[config.mk]
export PLATFORM = sky130hd
export DESIGN_NAME = timer_cnt_gen
export DESIGN_NICKNAME = d
export VERILOG_FILES = /design/src/rtl/timer_cnt_gen.sv
export SDC_FILE = /design/constraint.sdc
export NUM_CORES = 1
export LEC_CHECK = 0
export ABC_AREA = 0
export CORE_AREA = 2 2 39 41
export CTS_BUF_LIST = sky130_fd_sc_hd__clkbuf_4
export DETAILED_ROUTE_END_ITERATION = 10
export DIE_AREA = 0 0 41 43
export PLACE_DENSITY = 0.52
export SLEW_MARGIN = 20
export SYNTH_ARGS = -nofsm -noshare
export SYNTH_HDL_FRONTEND = slang
export SYNTH_SLANG_ARGS = --single-unit
[constraint.sdc]
create_clock -name clk -period 1.4 [get_ports clk]
set_input_delay 0.28 -clock clk [delete_from_list [all_inputs] [get_ports clk]]
set_output_delay 0.28 -clock clk [all_outputs]
set_load 0.005 [all_outputs]
[src/rtl/timer_cnt_gen.sv]
// Count-source and run-control front end for one 8051 Timer/Counter: prescaler,
// pin synchronisers, Tx edge detect, TRx/GATE qualification. Option macro: CNT_GEN_X2_EN (adds x2 port).
module timer_cnt_gen #(
  parameter int CLK_PER_MC  = 12,
  parameter int SYNC_STAGES = 2
) (
  input  logic clk,
  input  logic rst_n,
`ifdef CNT_GEN_X2_EN
  input  logic x2,
`endif
  input  logic tr,
  input  logic gate,
  input  logic c_t,
  input  logic t_pin,
  input  logic int_pin,
  output logic cnt_sig,
  output logic t_s,
  output logic mc_tick
);

  localparam int PW = (CLK_PER_MC > 1) ? $clog2(CLK_PER_MC) : 1;

  logic [PW-1:0]          r_pre_cnt;
  logic [PW-1:0]          w_term;
  logic [SYNC_STAGES-1:0] r_t_sync;
  logic [SYNC_STAGES-1:0] r_int_sync;
  logic                   r_t_samp;
  logic                   r_cnt_sig;
  logic                   w_t_sync;
  logic                   w_int_sync;
  logic                   w_edge;
  logic                   w_cnt_next;

`ifdef CNT_GEN_X2_EN
  assign w_term = x2 ? PW'(CLK_PER_MC / 2 - 1) : PW'(CLK_PER_MC - 1);
`else
  assign w_term = PW'(CLK_PER_MC - 1);
`endif

  // >= rather than == so a term that drops below pre_cnt (x2 change) wraps on the next clk
  assign mc_tick = (r_pre_cnt >= w_term);

  always_ff @(posedge clk or negedge rst_n) begin
    if (!rst_n) begin
      r_pre_cnt <= '0;
    end else begin
      r_pre_cnt <= mc_tick ? '0 : r_pre_cnt + PW'(1);
    end
  end

  // Synchronisers reset to 1 so idle-high pins never look like a falling edge
  always_ff @(posedge clk or negedge rst_n) begin
    if (!rst_n) begin
      r_t_sync   <= '1;
      r_int_sync <= '1;
    end else begin
      r_t_sync   <= {r_t_sync[SYNC_STAGES-2:0], t_pin};
      r_int_sync <= {r_int_sync[SYNC_STAGES-2:0], int_pin};
    end
  end

  assign w_t_sync   = r_t_sync[SYNC_STAGES-1];
  assign w_int_sync = r_int_sync[SYNC_STAGES-1];

  assign t_s = tr & (~gate | w_int_sync);

  // Sampled every machine cycle regardless of mode, so a c_t switch cannot see a stale edge
  always_ff @(posedge clk or negedge rst_n) begin
    if (!rst_n) begin
      r_t_samp <= 1'b1;
    end else if (mc_tick) begin
      r_t_samp <= w_t_sync;
    end
  end

  assign w_edge     = r_t_samp & ~w_t_sync;
  assign w_cnt_next = mc_tick & t_s & (c_t ? w_edge : 1'b1);

  always_ff @(posedge clk or negedge rst_n) begin
    if (!rst_n) begin
      r_cnt_sig <= 1'b0;
    end else begin
      r_cnt_sig <= w_cnt_next;
    end
  end

  assign cnt_sig = r_cnt_sig;

endmodule

==> results of run 1 <==
==> state kept, by name, indices dropped and copies added, names as in the netlist <==
name / flops
r_pre_cnt: 4
r_int_sync: 2
cnt_sig: 1
r_t_samp: 1
r_t_sync: 2
==> worst max-delay path: cells and delay by family (launching register included) <==
kind	cells	cell delay, ps
flops	1	380
fa+ha+maj	1	190
compound gates	1	140
buf+inv	2	160
==> cell usage in the layout (no fill, tap or decap), types with 3 or more instances in the layout <==
cell / instances
buf_4: 7
clkdlybuf4s50_1: 6
dfrtp_1: 5
dfstp_2: 5
nor2_1: 3
clkbuf_4: 3
==> logic make-up after synthesis <==
| kind of cell | after synthesis |
|---|---|
| AOI/OAI and AO/OA | 3 |
| xor gates and xnor gates | 1 |
| adders and majority gates | 1 |
| buffers and inverters | 2 |
| DFF | 10 |
| muxes | 1 |
| and+or+nand+nor | 8 |
==> cell usage after synthesis <==
library cell  count  area share [%]
inv_2             1             1.0
dfrtp_1           5              33
or3b_1            1             2.3
nand3_1           1             1.3
mux2_4            1             4.0
ha_1              1             3.3
o21ai_2           1             2.3
nor2b_1           1             1.7
inv_1             1             1.0
nor2_1            3             3.0
dfstp_2           5              35
nand2b_1          1             1.7
o21ai_0           1             1.3
and2_2            1             2.0
xnor2_1           1             2.3
a2111oi_2         1             4.0
==> power breakdown <==
| part | internal [W] | switching [W] | total (W) |
|---|---|---|---|
| Combinational | 0.0000248 | 0.0000122 | 0.0000370 |
| Clock | 0.000103 | 0.0000937 | 0.000196 |
| Sequential | 0.000302 | 0.00000371 | 0.000306 |
| Total | 0.000430 | 0.000110 | 0.000539 |
==> per-layer routing <==
layer | GRT usage [%] | part of all wire, % | wire length [um] | vias to the layer above
met5 | 0 | 0 | 0 | -
met4 | 8.00 | 0 | 0 | 0
met3 | 4.71 | 6.9 | 44 | 0
met2 | 15.0 | 57 | 364 | 8
met1 | 11.5 | 36 | 228 | 127
li1 | - | - | - | 125
==> layout make-up <==
type | instances | area (sq um)
Fill cell | 135 | 812
Sequential cell | 10 | 256
Timing Repair Buffer | 16 | 141
Multi-Input combinational cell | 14 | 120
Clock buffer | 3 | 22.5
Tap cell | 16 | 20.0
Inverter | 2 | 7.51
Clock inverter | 1 | 3.75
==> path summary, 6_finish.rpt <==
check	slack, ps	endpoint	start
max	-10	mc_tick	r_pre_cnt[1]
min	320	cnt_sig	rst_n
max reg2reg	120	cnt_sig	r_pre_cnt[0]
min reg2reg	360	r_int_sync[1]	r_int_sync[0]
max in group asynchronous	750	r_int_sync[1]	rst_n
min in group clk	360	r_int_sync[1]	r_int_sync[0]
==> through the flow <==
step	setup TNS [ps]	hold WS (ps)	worst slack (ps)	total power [W]	std cells
after CTS	-30.5	324	-30.5	0.000554	62
after global placement	-369	346	-256	0.000346	57
final	-13.6	322	-13.6	0.000539	62
after global routing	-88.7	332	-88.7	0.000575	62
after detailed placement	-391	350	-271	0.000348	57
after floorplan	0	-15.6	160	0.000316	26
==> what timing repair did <==
action	4_1_cts	5_1_grt
cloned	0	0
endpoints found under the hold margin	0	0
endpoints found under the setup margin	2	2
buffers inserted	1	0
resized for setup	11	2
pin swaps	2	0
==> summary.md, run 1 <==
| Metric | Value |
|---|---|
| Relative slew slack | `71.4%` |
| Total GRT Usage | `10.5%` |
| Final hold violation count | `0` |
| Starting Density | `27.0%` |
| Compound-gate portion of the synthesized area | `7.69%` |
| Final WS setup | `-13.6 ps` |
| ANT cells | `0` |
| Full die area | `1760 sq um` |
| Skew final | `3.97 ps` |
| Leak | `0.274 nW` |
| Vias | `260` |
| R2R cell count | `5` |
| TritonCTS clock tree | `built` |
| Htree depth | `1` |
| Fin crit period | `1410 ps` |
| Final Wtd Congestion | `0.622` |
| Final core utilization | `41.3%` |
| Critical path data arrival time | `1130 ps` |
| First-pass iteration count of the detailed router | `1` |
| Post-route ant nets | `0` |
| Post-Syn Area per Cell | `14.4 sq um` |
| Critical Path Slowest Stage Cell | `dfrtp_1` |
| Adder-cell area share of the yosys netlist | `3.34%` |
| Root Driver | `clkbuf_4` |
| Vias in the first global route | `264` |
| Post-synthesis simple-gate area fraction | `12.0%` |
| First-pass GRT wire length | `1160 um` |
| Post-place instance area | `529 sq um` |
| CP Cell Sequence | `ha_2 > o21ai_2 > inv_2 > buf_6` |
| Wire per inst | `10.3 um` |
| Hpwl dp | `479 um` |
| Max cap viols | `0` |
| Slew of the pin with the lowest slew margin | `428 ps` |
| Max Transition Viols Final | `0` |
| Crit path kind | `reg2out` |
| Hold Path Class | `in2async` |
| Library cells used by synthesis | `16` |
| Synth Net Count | `34` |
| Final instance area | `572 sq um` |
| Share of cells above drive strength 1 | `52.2%` |
| Largest net degree at the start of global routing | `11` |
| Core Box Area | `1380 sq um` |
| Vias per Instance | `4.19` |
| RSZ-0062 raised after global routing | `yes` |
| Final WL | `637 um` |
| Width of the die | `41 um` |
| Top-Level Pins | `10` |
| Die height | `43 um` |
| Num rows | `14` |
| # port buffers | `9` |
| # nets final | `55` |
| PwrDens | `943 nW/um^2` |
| Final setup viols | `1` |
| Failing checks | `setup timing` |
| Clock Latency Late Sink | `260 ps` |
| Synth Register Bits | `10` |
| Fmax | `707 MHz` |
| Post-route DRC violation count | `0` |
| Synth Warn # | `0` |
| Synth Cell Area | `374 sq um` |
| Sequential fraction of the synthesis area | `68.6%` |
| Clk sinks | `10` |
| Hold_buf cts | `0` |
| Worst Path Required | `1120 ps` |
| Worst-path clk slew | `60 ps` |
| Post-Synth XOR/XNOR Area | `2.34%` |
| Largest family of logic cells by synthesized area | `simple AND/OR/NAND/NOR gates` |
| Crit. End Element | `primary output` |
| Mux share of post-synthesis cell area | `4.01%` |
| CTS Buf Count | `3` |
| Startpoint Class | `flop` |
| Initial antenna violation count | `0` |
| Worst VDD drop | `0.000413 V` |
| Maximum buffer depth of the clock tree | `2` |
| Mapped Cells | `26` |
| Status | `finished with violations` |
| CP max stage delay | `380 ps` |
| Crit Path Max Fanout | `2` |
| Grt ovf | `0` |
| Final period util | `101%` |
| Iteration-0 DRC Markers | `0` |
| Area delta synth->final | `52.8%` |
Note: power is estimated with default switching activity, not from simulation.
==> run 2, diff against run 1 <==
--- a/config.mk
+++ b/config.mk
@@ -10,6 +10,7 @@
 export CTS_BUF_LIST = sky130_fd_sc_hd__clkbuf_4
 export DETAILED_ROUTE_END_ITERATION = 10
 export DIE_AREA = 0 0 41 43
+export GPL_TIMING_DRIVEN = 1
 export PLACE_DENSITY = 0.52
 export SLEW_MARGIN = 20
 export SYNTH_ARGS = -nofsm -noshare
==> results of run 2 <==
The final DEF is identical to that of run 1; final timing and power are the same.
==> run 3, diff against run 2 <==
--- a/config.mk
+++ b/config.mk
@@ -16,3 +16,4 @@
 export SYNTH_ARGS = -nofsm -noshare
 export SYNTH_HDL_FRONTEND = slang
 export SYNTH_SLANG_ARGS = --single-unit
+export TNS_END_PERCENT = 5
==> results of run 3 <==
The final DEF is identical to that of run 1; final timing and power are the same.
